<file path="src/rtl/estagio_ex_alu_pkg.sv">
// Shared definitions for the MIPS execute stage: ALU operation codes (same
// encoding as the ALU control decoder) and the EX/MEM buffer occupancy states.
package estagio_ex_alu_pkg;

  localparam logic [3:0] ALU_ADD = 4'b0000;
  localparam logic [3:0] ALU_SUB = 4'b0010;
  localparam logic [3:0] ALU_AND = 4'b0100;
  localparam logic [3:0] ALU_OR  = 4'b0101;
  localparam logic [3:0] ALU_NOR = 4'b0110;
  localparam logic [3:0] ALU_XOR = 4'b0111;
  localparam logic [3:0] ALU_SLT = 4'b1000;

  typedef enum logic [1:0] {
    VAZIO = 2'd0,
    UM    = 2'd1,
    CHEIO = 2'd2
  } estado_t;

endpackage

</file>
<file path="src/rtl/alu_nucleo.sv">
// Combinational ALU core: decodes the 4-bit control code and produces the
// result plus zero/overflow/invalid-code flags.
module alu_nucleo
  import estagio_ex_alu_pkg::*;
#(
  parameter int DATA_W = 32
) (
  input  logic [3:0]        codigo,
  input  logic [DATA_W-1:0] op_a,
  input  logic [DATA_W-1:0] op_b,
  output logic [DATA_W-1:0] resultado,
  output logic              zero,
  output logic              overflow,
  output logic              invalido
);

  logic signed [DATA_W-1:0] a_s;
  logic signed [DATA_W-1:0] b_s;
  logic signed [DATA_W-1:0] soma;
  logic signed [DATA_W-1:0] dif;

  // Signed overflow: operands point the same way (after negating B for SUB)
  // but the wrapped result has the opposite sign of A.
  function automatic logic ovf_detect(input logic sa, input logic sb_eff,
                                      input logic sr);
    return (sa == sb_eff) && (sr != sa);
  endfunction

  assign a_s  = op_a;
  assign b_s  = op_b;
  assign soma = a_s + b_s;
  assign dif  = a_s - b_s;

  always_comb begin
    resultado = '0;
    overflow  = 1'b0;
    invalido  = 1'b0;
    case (codigo)
      ALU_ADD: begin
        resultado = soma;
        overflow  = ovf_detect(a_s[DATA_W-1], b_s[DATA_W-1], soma[DATA_W-1]);
      end
      ALU_SUB: begin
        resultado = dif;
        overflow  = ovf_detect(a_s[DATA_W-1], ~b_s[DATA_W-1], dif[DATA_W-1]);
      end
      ALU_AND: resultado = a_s & b_s;
      ALU_OR:  resultado = a_s | b_s;
      ALU_NOR: resultado = ~(a_s | b_s);
      ALU_XOR: resultado = a_s ^ b_s;
      ALU_SLT: resultado = DATA_W'(a_s < b_s);
      default: invalido  = 1'b1;
    endcase
  end

  assign zero = (resultado == '0);

endmodule

</file>
<file path="src/rtl/estagio_ex_alu.sv">
// MIPS execute stage: ALU at the input, then an EX/MEM output register backed
// by a one-entry skid buffer so the upstream ready is purely registered.
module estagio_ex_alu
  import estagio_ex_alu_pkg::*;
#(
  parameter int DATA_W = 32,
  parameter int REG_W  = 5
) (
  input  logic              Clock,
  input  logic              Reset,
  input  logic              In_Valido,
  output logic              In_Pronto,
  input  logic [3:0]        Controle_ALU,
  input  logic [DATA_W-1:0] Operando_A,
  input  logic [DATA_W-1:0] Operando_B,
  input  logic [REG_W-1:0]  Reg_Destino,
  input  logic              Escreve_Reg,
  input  logic              Flush,
  output logic              Out_Valido,
  input  logic              Out_Pronto,
  output logic [DATA_W-1:0] Resultado,
  output logic              Zero,
  output logic              Overflow,
  output logic              Codigo_Invalido,
  output logic [REG_W-1:0]  Reg_Destino_Out,
  output logic              Escreve_Reg_Out
);

  typedef struct packed {
    logic [DATA_W-1:0] res;
    logic              zero;
    logic              ovf;
    logic              inv;
    logic [REG_W-1:0]  rd;
    logic              we;
  } entrada_t;

  estado_t  estado_q, estado_d;
  logic     pronto_q, pronto_d;
  entrada_t saida_q, saida_d;
  entrada_t skid_q, skid_d;
  entrada_t novo;

  logic [DATA_W-1:0] alu_res;
  logic              alu_zero;
  logic              alu_ovf;
  logic              alu_inv;
  logic              aceita;
  logic              drena;

  alu_nucleo #(.DATA_W(DATA_W)) u_alu (
    .codigo    (Controle_ALU),
    .op_a      (Operando_A),
    .op_b      (Operando_B),
    .resultado (alu_res),
    .zero      (alu_zero),
    .overflow  (alu_ovf),
    .invalido  (alu_inv)
  );

  always_comb begin
    novo.res  = alu_res;
    novo.zero = alu_zero;
    novo.ovf  = alu_ovf;
    novo.inv  = alu_inv;
    novo.rd   = Reg_Destino;
    novo.we   = Escreve_Reg & ~alu_inv;
  end

  assign aceita = In_Valido & pronto_q;
  assign drena  = (estado_q != VAZIO) & Out_Pronto;

  always_comb begin
    estado_d = estado_q;
    saida_d  = saida_q;
    skid_d   = skid_q;
    // Flush leaves the data registers untouched so outputs hold while invalid.
    if (Flush) begin
      estado_d = VAZIO;
    end else begin
      case (estado_q)
        VAZIO: begin
          if (aceita) begin
            saida_d  = novo;
            estado_d = UM;
          end
        end
        UM: begin
          if (aceita && !drena) begin
            skid_d   = novo;
            estado_d = CHEIO;
          end else if (aceita && drena) begin
            saida_d  = novo;
          end else if (drena) begin
            estado_d = VAZIO;
          end
        end
        CHEIO: begin
          if (drena) begin
            saida_d  = skid_q;
            estado_d = UM;
          end
        end
        default: estado_d = VAZIO;
      endcase
    end
    pronto_d = (estado_d != CHEIO);
  end

  always_ff @(posedge Clock) begin
    if (!Reset) begin
      estado_q <= VAZIO;
      pronto_q <= 1'b1;
      saida_q  <= '0;
      skid_q   <= '0;
    end else begin
      estado_q <= estado_d;
      pronto_q <= pronto_d;
      saida_q  <= saida_d;
      skid_q   <= skid_d;
    end
  end

  assign In_Pronto       = pronto_q;
  assign Out_Valido      = (estado_q != VAZIO);
  assign Resultado       = saida_q.res;
  assign Zero            = saida_q.zero;
  assign Overflow        = saida_q.ovf;
  assign Codigo_Invalido = saida_q.inv;
  assign Reg_Destino_Out = saida_q.rd;
  assign Escreve_Reg_Out = saida_q.we;

endmodule
</file>
<file path="config.mk">
export PLATFORM = sky130hd
export DESIGN_NAME = estagio_ex_alu
export DESIGN_NICKNAME = d
export VERILOG_FILES = /design/src/rtl/estagio_ex_alu_pkg.sv /design/src/rtl/alu_nucleo.sv /design/src/rtl/estagio_ex_alu.sv
export SDC_FILE = /design/constraint.sdc
export NUM_CORES = 1
export LEC_CHECK = 0
export BUFFER_PORTS_ARGS = -buffer_cell sky130_fd_sc_hd__buf_2
export CAP_MARGIN = 25
export CORE_UTILIZATION = 55
export DETAILED_ROUTE_END_ITERATION = 8
export GPL_ROUTABILITY_DRIVEN = 0
export GPL_TIMING_DRIVEN = 0
export PLACE_DENSITY_LB_ADDON = 0.12
export REMOVE_ABC_BUFFERS = 1
export SETUP_SLACK_MARGIN = 0.02
export SKIP_LAST_GASP = 1
export SLEW_MARGIN = 20
export SYNTH_ARGS = -nofsm -noshare
export SYNTH_HDL_FRONTEND = slang
export SYNTH_HIERARCHICAL = 1
export SYNTH_SLANG_ARGS = --single-unit
</file>
<file path="constraint.sdc">
create_clock -name Clock -period 7 [get_ports Clock]
set_clock_uncertainty 0.15 [all_clocks]
set_input_delay 1.4 -clock Clock [delete_from_list [all_inputs] [get_ports Clock]]
set_output_delay 1.4 -clock Clock [all_outputs]
set_load 0.02 [all_outputs]
</file>
==> results of run 1 <==
==> routing by layer <==
metal | share of wire | track usage | wire (µm)
met1 | 0.44 | 0.405 | 12800
met5 | 0 | 0 | 0
met2 | 0.45 | 0.519 | 13300
met4 | 0.045 | 0.164 | 1340
met3 | 0.069 | 0.0414 | 2020
==> cells by family (layout without fill, tap and decap cells) <==
logic type / count (synthesis) / count (layout)
simple gates: 440 / 440
mux: 68 / 68
fa+ha+maj: 106 / 106
compound gates: 450 / 450
flops: 85 / 85
buf+inv: 190 / 246
xor+xnor: 3 / 3
other cells: 0 / 1
==> placed cells by master (no fill, tap or decap), types with 22 or more instances in the layout <==
cell	count
sky130_fd_sc_hd__ha_1	104
sky130_fd_sc_hd__o21ai_0	61
sky130_fd_sc_hd__nor2_1	101
sky130_fd_sc_hd__o211ai_1	22
sky130_fd_sc_hd__dfxtp_1	85
sky130_fd_sc_hd__mux2i_1	61
sky130_fd_sc_hd__a21boi_1	40
sky130_fd_sc_hd__a211oi_1	29
sky130_fd_sc_hd__o211a_1	44
sky130_fd_sc_hd__a21oi_1	90
sky130_fd_sc_hd__buf_2	122
sky130_fd_sc_hd__inv_1	95
sky130_fd_sc_hd__nand2_1	190
==> where the power goes <==
part | leakage, µW | internal, µW | switching [µW]
sequential | 0.000692 | 503 | 9.68
combinational | 0.00463 | 242 | 413
clock | 0.000139 | 282 | 182
==> flip-flops by register name, indices dropped and copies added (netlist names) <==
register         cells
In_Pronto            1
Overflow             1
skid_q              41
Resultado           32
estado_q             2
Escreve_Reg_Out      1
Zero                 1
Reg_Destino_Out      5
Codigo_Invalido      1
==> layout make-up <==
cell class	count	area [µm²]
fillers	1653	6530
well taps	225	282
flip-flops and latches	85	1700
diodes	1	2.50
repair buffers	135	813
inverters	97	364
clock buffers	12	246
multi-input cells	1067	7450
clock inverters	2	35.0
==> worst max-delay path by stage <==
| stage | startpoint | to | cells after the start |
|---|---|---|---|
| 3_3_place_gp | Controle_ALU[1] | Zero | 14 |
| 6_report | Controle_ALU[1] | Zero | 15 |
| 2_1_floorplan | Controle_ALU[2] | Zero | 13 |
| 5_1_grt | Controle_ALU[1] | Zero | 15 |
| 4_1_cts | Controle_ALU[1] | Zero | 15 |
| 3_5_place_dp | Controle_ALU[1] | Zero | 15 |
==> worst max-delay path, cell delays in order <==
cell and delay (ps):
sky130_fd_sc_hd__buf_2 730, sky130_fd_sc_hd__inv_1 780, sky130_fd_sc_hd__o221ai_1 390, sky130_fd_sc_hd__nor2_1 60, sky130_fd_sc_hd__nor2_1 240, sky130_fd_sc_hd__o21ai_0 130, sky130_fd_sc_hd__a211o_1 350, sky130_fd_sc_hd__or4b_1 560
sky130_fd_sc_hd__or4_1 540, sky130_fd_sc_hd__or4b_1 520, sky130_fd_sc_hd__or4_1 430, sky130_fd_sc_hd__nor4_2 310, sky130_fd_sc_hd__mux2i_1 150, sky130_fd_sc_hd__nand2_1 100, sky130_fd_sc_hd__o211a_1 150
==> per-stage QoR <==
step | setup WS [ps] | TNS, ps | util | cells | area [µm²]
after floorplan | 1180 | 0 | - | 1249 | 9480
after global placement | -2330 | -73050 | 0.595 | 1595 | 10400
after detailed placement | 70.6 | 0 | 0.609 | 1609 | 10600
after CTS | 362 | 0 | 0.625 | 1623 | 10900
after global routing | 54.2 | 0 | 0.625 | 1624 | 10900
final | 258 | 0 | 0.625 | 1624 | 10900
==> results.yml, run 1 <==
synth:
  synth_top_family_by_area: "compound AO/OA/AOI/OAI gates"
  post_synth_mux_area_share: 0.0710
  mappedNetlistArea_um2: 9870
  yosysWarnings: 6
  number_of_cells_produced_by_synthesis: 1342
  yosysUniqueCellTypes: 88
  synth_top_area_share: 0.172
  ys_dominant_reg_cell: "sky130_fd_sc_hd__dfxtp_1"
  async_flop_share: 0
  synth.area.top_cells: "sky130_fd_sc_hd__dfxtp_1, sky130_fd_sc_hd__ha_1, sky130_fd_sc_hd__nand2_1, sky130_fd_sc_hd__mux2i_1, sky130_fd_sc_hd__a21oi_1"
  synth_top_cell_by_area: "sky130_fd_sc_hd__dfxtp_1"
  synth_common_cells: "sky130_fd_sc_hd__nand2_1, sky130_fd_sc_hd__ha_1, sky130_fd_sc_hd__nor2_1"
  post_synth_simple_gate_area: 0.209
  post_syn_area_per_cell_um2: 7.36
  postSynthRegisterBits: 85
  synth-seq-area-share: 0.172
  synth_edf_count: 0
  post_synth_xor_area_fraction: 0.00266
  synth-compound-area-share: 0.332
  synthAdderAreaFrac: 0.136
  yosys.cell_count.top_type: "sky130_fd_sc_hd__nand2_1"
timing:
  hold_slack_ps: 302
  setup_violations: 0
  slew_headroom: 0.298
  report.final.hold_viol_count: 0
  timing.final.crit_share: 0.963
  grt_setup_unrepaired: "no"
  tightestPinTransition_ps: 1050
  max_clock_freq_mhz: 148
  final_period_minus_worst_setup_slack_ps: 6740
  slew_viol_final: 0
setup_path:
  timing_worst_setup_path_type: "in -> reg"
  required_ps: 7130
  worst_r2r_path_depth: 6
  arrival_time_at_the_worst_endpoint_ps: 6880
  critPathMaxFanout: 50
  timing.rr.end: "Reg_Destino_Out[0]"
  cp-end-kind: "register"
  worst_r2r_startpoint: "estado_q[1]"
  worst-r2r-setup-slack_ps: 4830
  critical_path_source_type: "input port"
worst_hold_path:
  hold_path.startpoint: "skid_q[17]"
  hold_path_class: "reg -> reg"
  min_delay_worst_endpoint: "skid_q[17]"
  hold_depth: 2
finish:
  synthToLayoutAreaGrowth_pct: 10.3
  post_route_cells_drive_above_1_share: 0.132
  design.final.nets: 1580
routing:
  wire_per_inst_um: 18.2
  drt_pass1_iterations: 5
  drt.antenna.violating_nets: 0
  wl_mm: 29.5
  detailroute.via_count: 10300
  viasPerCell: 6.34
  drcViolationCount: 0
  drt_first_iter_violations: 808
floorplanning:
  io-pin-count: 122
  start_util: 0.567
  die_outline_area_um2: 18500
  die_w_um: 136
  num_rows: 48
  core_area_um2: 17400
  die-height_um: 136
grt:
  number_of_antenna_violations_at_the_first_check_in_global_routing: 1
  number_of_global_route_vias_before_repair: 9406
  grt_start_max_net_pins: 85
  grt.overflow.total: 0
  grt.total_usage: 0.317
  grt_first_pass_wirelength_mm: 46.7
clock_network:
  cts_tree: "yes"
  hold_buf_count_cts: 0
  cts-resized-gates: 0
  worst_setup_hold_path_clk_slew_ps: 60
  post_cts_buffers: 0
  inserted_clock_buffers: 9
  insertion_delay_ps: 340
  cts.root.buffer_cell: "sky130_fd_sc_hd__clkbuf_16"
  cts.sink_count: 85
  cts_max_path_buffers: 2
  cts_h_tree_depth: 3
power:
  report.power.total_uw: 1630
  vdd_ir_drop_max_uv: 137
  cellPowerDensity_nw_per_um2: 150
  leakagePower_uw: 0.00546
placed_design:
  io_buffers: 121
  hpwlAfterDp_mm: 21.3
outcome:
  run_status: "complete, no violations"
run:
  timing.max_cap.violations: 0
Power figures use the tool's default switching activity.
==> run 2, diff against run 1 <==
CELL_PAD_IN_SITES_DETAIL_PLACEMENT = 0   (was default)
CELL_PAD_IN_SITES_GLOBAL_PLACEMENT = 2   (was default)
CORE_UTILIZATION = 35   (was 55)
==> results.yml, run 2 (synthesis gave the netlist of run 1 again) <==
finish:
  largest_reg_flops: 41
  finalInstanceArea_um2: 11100
  synthToLayoutAreaGrowth_pct: 12.8
  design.final.nets: 1584
  top_register: "skid_q"
  most-common-layout-cells: "sky130_fd_sc_hd__nand2_1, sky130_fd_sc_hd__buf_2, sky130_fd_sc_hd__ha_1"
  antenna_cells_inserted: 0
  post_route_cells_drive_above_1_share: 0.137
  final_common_cell: "sky130_fd_sc_hd__nand2_1"
  post_layout_nonfiller_instances: 1782
routing:
  drcViolationCount: 0
  drt_first_iter_violations: 647
  drt_pass1_iterations: 7
  drt.antenna.violating_nets: 0
  wl_mm: 34.3
  viasPerCell: 5.65
  wire_per_inst_um: 19.2
  detailroute.via_count: 10100
grt:
  number_of_global_route_vias_before_repair: 9413
  grt.total_usage: 0.234
  grt_start_max_net_pins: 85
  grt.overflow.total: 0
  grt_first_pass_wirelength_mm: 53.1
  number_of_antenna_violations_at_the_first_check_in_global_routing: 0
power:
  leakagePower_uw: 0.00549
  vdd_ir_drop_max_uv: 109
  cellPowerDensity_nw_per_um2: 147
clock_network:
  insertion_delay_ps: 330
  cts_max_path_buffers: 2
  worst_setup_hold_path_clk_slew_ps: 60
  inserted_clock_buffers: 9
  post_cts_buffers: 0
  hold_buf_count_cts: 0
  cts.sink_count: 85
  cts.root.buffer_cell: "sky130_fd_sc_hd__clkbuf_16"
  cts_tree: "yes"
  cts_h_tree_depth: 3
  cts-resized-gates: 0
setup_path:
  worst-path-buf-inv: 2
  cp-end-kind: "register"
  worst_r2r_path_depth: 5
  timing_worst_setup_path_type: "in -> reg"
  timing.critical_path.to: "Zero"
  worstSetupStartpoint: "Operando_A[0]"
  timing.rr.end: "skid_q[7]"
  worst_r2r_startpoint: "estado_q[1]"
  critPathTopFamily: "simple AND/OR/NAND/NOR gates"
  arrival_time_at_the_worst_endpoint_ps: 6910
  critical_path_source_type: "input port"
  crit_slowest_cell: "sky130_fd_sc_hd__a311oi_1"
  critPathMaxFanout: 4
  worst-path-stages: 18
  worst-r2r-setup-slack_ps: 4860
  required_ps: 7130
  worst_path_largest_cell_delay_ps: 860
  crit_path_cell_trace: "buf_2 > inv_1 > ha_1 > fa_1 > o21bai_1 > nand2_1 > a311oi_1 > o31ai_1 > o22ai_1 > o311ai_1 > or4bb_1 > or4_1 > or4b_1 > or4_1 > nor4_2 > mux2i_1 > nand2_1 > o211a_1"
worst_hold_path:
  hold_path_class: "reg -> reg"
floorplanning:
  start_util: 0.355
  io-pin-count: 122
  die_outline_area_um2: 28900
  die_w_um: 170
  num_rows: 61
  core_area_um2: 27800
  die-height_um: 170
timing:
  grt_setup_unrepaired: "no"
  slew_viol_final: 0
  tightestPinTransition_ps: 1080
  slew_headroom: 0.266
  setup_violations: 0
  hold_slack_ps: 299
  max_clock_freq_mhz: 148
  timing.final.crit_share: 0.968
  report.final.hold_viol_count: 0
  final_period_minus_worst_setup_slack_ps: 6770
placed_design:
  io_buffers: 121
  placed_cells_incl_taps: 1765
  hpwlAfterDp_mm: 25.6
  postPlaceCellArea_um2: 10800
run:
  timing.max_cap.violations: 0
outcome:
  run_status: "complete, no violations"
run 2: where the power goes:
group          total (µW)  switching (µW)  internal (µW)
Clock                 450             192            258
Sequential            512            9.12            503
Combinational         677             433            244
run 2: worst min path at each step:
| stage | slack (ps) | from | endpoint | cells after the start |
|---|---|---|---|---|
| final | 300 | skid_q[32] | skid_q[32] | 2 |
| after global routing | 320 | skid_q[19] | skid_q[19] | 2 |
| after CTS | 300 | skid_q[23] | skid_q[23] | 2 |
| after detailed placement | 290 | skid_q[32] | skid_q[32] | 2 |
| after global placement | 290 | skid_q[32] | skid_q[32] | 2 |
| after floorplan | 280 | skid_q[10] | skid_q[10] | 2 |
run 2: routing by layer:
| metal | track usage | wire [µm] | vias to the layer above |
|---|---|---|---|
| li1 | - | - | 4965 |
| met1 | 0.315 | 16100 | 4809 |
| met2 | 0.387 | 15800 | 244 |
| met3 | 0.0256 | 1210 | 56 |
| met4 | 0.0776 | 1100 | 0 |
| met5 | 0 | 0 | - |
run 2: worst register-to-register path: cells and delay by family, from the launching register on:
family	cells	cell delay, ps
flops	1	370
buf+inv	1	270
simple gates	3	1180
compound gates	1	50
run 2: final cells by class:
class | count | area, µm²
flip-flops and latches | 85 | 1700
inverters | 97 | 364
repair buffers | 139 | 872
multi-input cells | 1067 | 7450
well taps | 378 | 473
clock inverters | 4 | 22.5
fillers | 3015 | 16600
clock buffers | 12 | 256
run 2: through the flow:
stage | worst slack, ps | setup TNS [ps] | util | total power [µW]
finish | 227 | 0 | 0.401 | 1640
global route | 230 | 0 | 0.401 | 1740
CTS | 224 | 0 | 0.400 | 1640
detailed placement | -126 | -126 | 0.390 | 1190
global placement | -3260 | -119010 | 0.380 | 1180
floorplan | 1180 | 0 | - | 955
==> run 3, diff against run 2 <==
ABC_AREA = 1   (was default)
CORE_UTILIZATION = 30   (was 35)
==> results.yml, run 3 <==
power:
  cellPowerDensity_nw_per_um2: 141
  report.power.total_uw: 1710
  leakagePower_uw: 0.00691
  vdd_ir_drop_max_uv: 207
setup_path:
  worst_r2r_path_depth: 7
  required_ps: 7130
  arrival_time_at_the_worst_endpoint_ps: 4710
  worst_path_largest_cell_delay_ps: 560
  library_cell_appearing_most_often_on_the_critical_path: "sky130_fd_sc_hd__nand2_1"
  timing_worst_setup_path_type: "in -> reg"
  critical_path_source_type: "input port"
  crit_slowest_cell: "sky130_fd_sc_hd__ha_1"
  cp-end-kind: "register"
  critPathMaxFanout: 10
worst_hold_path:
  hold_path_class: "reg -> reg"
  hold_depth: 2
clock_network:
  cts.sink_count: 85
  hold_buf_count_cts: 0
  cts_tree: "yes"
  worst_setup_hold_path_clk_slew_ps: 60
  inserted_clock_buffers: 9
  insertion_delay_ps: 340
  cts_h_tree_depth: 3
  cts-resized-gates: 0
  cts_max_path_buffers: 2
  cts.root.buffer_cell: "sky130_fd_sc_hd__clkbuf_16"
  post_cts_buffers: 0
placed_design:
  io_buffers: 121
  hpwlAfterDp_mm: 32.4
timing:
  timing.setup.tns_ps: 0
  slew_headroom: 0.460
  tightestPinTransition_ps: 807
  report.final.hold_viol_count: 0
  timing.final.crit_share: 0.653
  grt_setup_unrepaired: "no"
  slew_viol_final: 0
  max_clock_freq_mhz: 219
  setup_violations: 0
  final_period_minus_worst_setup_slack_ps: 4570
finish:
  top_register: "skid_q"
  most-common-layout-cells: "sky130_fd_sc_hd__nand2_1, sky130_fd_sc_hd__inv_1, sky130_fd_sc_hd__nor2_1"
  post_route_cells_drive_above_1_share: 0.0800
  largest_reg_flops: 41
  antenna_cells_inserted: 0
  fillers: 4218
  final_common_cell: "sky130_fd_sc_hd__nand2_1"
  design.final.nets: 2306
  synthToLayoutAreaGrowth_pct: 12.0
grt:
  grt.overflow.total: 0
  grt_first_pass_wirelength_mm: 61.3
  grt_start_max_net_pins: 56
  number_of_antenna_violations_at_the_first_check_in_global_routing: 0
  number_of_global_route_vias_before_repair: 10900
  grt.total_usage: 0.219
synth:
  yosys.cell_count.top_type: "sky130_fd_sc_hd__nand2_1"
  synth_top_area_share: 0.257
  synth.area.top_cells: "sky130_fd_sc_hd__nand2_1, sky130_fd_sc_hd__dfxtp_1, sky130_fd_sc_hd__inv_1, sky130_fd_sc_hd__ha_1, sky130_fd_sc_hd__nor2_1"
  yosysUniqueCellTypes: 39
  mappedNetlistArea_um2: 10800
  postSynthRegisterBits: 85
  synth-seq-area-share: 0.157
  synth_top_cell_by_area: "sky130_fd_sc_hd__nand2_1"
  yosysWarnings: 6
  post_syn_area_per_cell_um2: 5.27
  async_flop_share: 0
  synth_common_cells: "sky130_fd_sc_hd__nand2_1, sky130_fd_sc_hd__inv_1, sky130_fd_sc_hd__nor2_1"
  number_of_cells_produced_by_synthesis: 2054
  ys_dominant_reg_cell: "sky130_fd_sc_hd__dfxtp_1"
  synth_edf_count: 0
routing:
  drcViolationCount: 2
  drt.antenna.violating_nets: 0
  drt_first_iter_violations: 748
  wire_per_inst_um: 15.6
  detailroute.via_count: 12000
  drt_pass1_iterations: 9
  wl_mm: 40.3
  viasPerCell: 4.63
floorplanning:
  die_w_um: 192
  num_rows: 69
  die_outline_area_um2: 36800
  start_util: 0.304
  core_area_um2: 35600
  die-height_um: 192
  io-pin-count: 122
outcome:
  violated_checks: "design-rule violations"
  run_status: "finished with violations"
run:
  timing.max_cap.violations: 0
-- run 3: changes by cell type in the layout (fill, tap and decap cells not counted), sizes merged, moves of 16 or more --
cell,previous run,this run
a21o,19,0
mux2i,61,0
nand2,191,744
a21boi,43,0
o211a,44,0
inv,96,389
o211ai,22,1
nor2,104,275
nand3,11,137
o221ai,19,1
nor2b,16,0
nand2b,17,0
-- run 3: power by group --
| part | switching, µW | internal (µW) | leakage (µW) | total (µW) |
|---|---|---|---|---|
| Clock | 199 | 314 | 0.000146 | 513 |
| Sequential | 8.64 | 503 | 0.000692 | 511 |
| Combinational | 481 | 207 | 0.00607 | 688 |
| Total | 688 | 1020 | 0.00691 | 1710 |
-- run 3: through the flow --
| stage | cell area (µm²) | utilization | worst slack (ps) | instances | hold WS, ps |
|---|---|---|---|---|---|
| after floorplan | 10500 | - | 2860 | 1983 | 274 |
| after global routing | 12100 | 0.341 | 2130 | 2587 | 311 |
| final | 12100 | 0.341 | 2430 | 2587 | 294 |
| after CTS | 12100 | 0.340 | 2420 | 2586 | 299 |
| after global placement | 11600 | 0.327 | 428 | 2565 | 284 |
| after detailed placement | 11800 | 0.331 | 2070 | 2570 | 291 |
-- run 3: worst paths after layout --
path,endpoint,from,slack (ps)
worst max-delay path,Zero,Operando_A[10],2430
worst min-delay path,skid_q[29],skid_q[29],290
worst max register to register,skid_q[0],estado_q[0],4570
worst min register to register,skid_q[29],skid_q[29],290
-- run 3: cells by family after synthesis --
kind of cell	share of synthesized area
and+or+nand+nor	0.439
AOI/OAI and AO/OA	0.110
adders and majority gates	0.124
buffers and inverters	0.168
xor gates and xnor gates	0.00162
DFF	0.157
-- run 3: final cells by class --
class                           count  area [µm²]  area share
Clock buffer                       11         233      0.0192
Tap cell                          461         577      0.0476
Clock inverter                      5        83.8     0.00692
Multi-Input combinational cell   1510        7320       0.604
Sequential cell                    85        1700       0.140
Timing Repair Buffer              127         748      0.0617
Inverter                          388        1460       0.120
-- run 3: critical path: cells and delay by family --
family,cells,cell delay [ps]
AOI/OAI and AO/OA,1,70
adders and majority gates,1,560
buffers and inverters,4,270
and+or+nand+nor,19,2380
-- run 3: routing by layer --
layer,up-vias,global-route usage,wire (µm),part of all wire
met5,-,0,0,0
li1,6355,-,-,-
met1,5276,0.304,19700,0.49
met3,53,0.0135,1660,0.041
met4,0,0.0730,1090,0.027
met2,294,0.359,17900,0.44
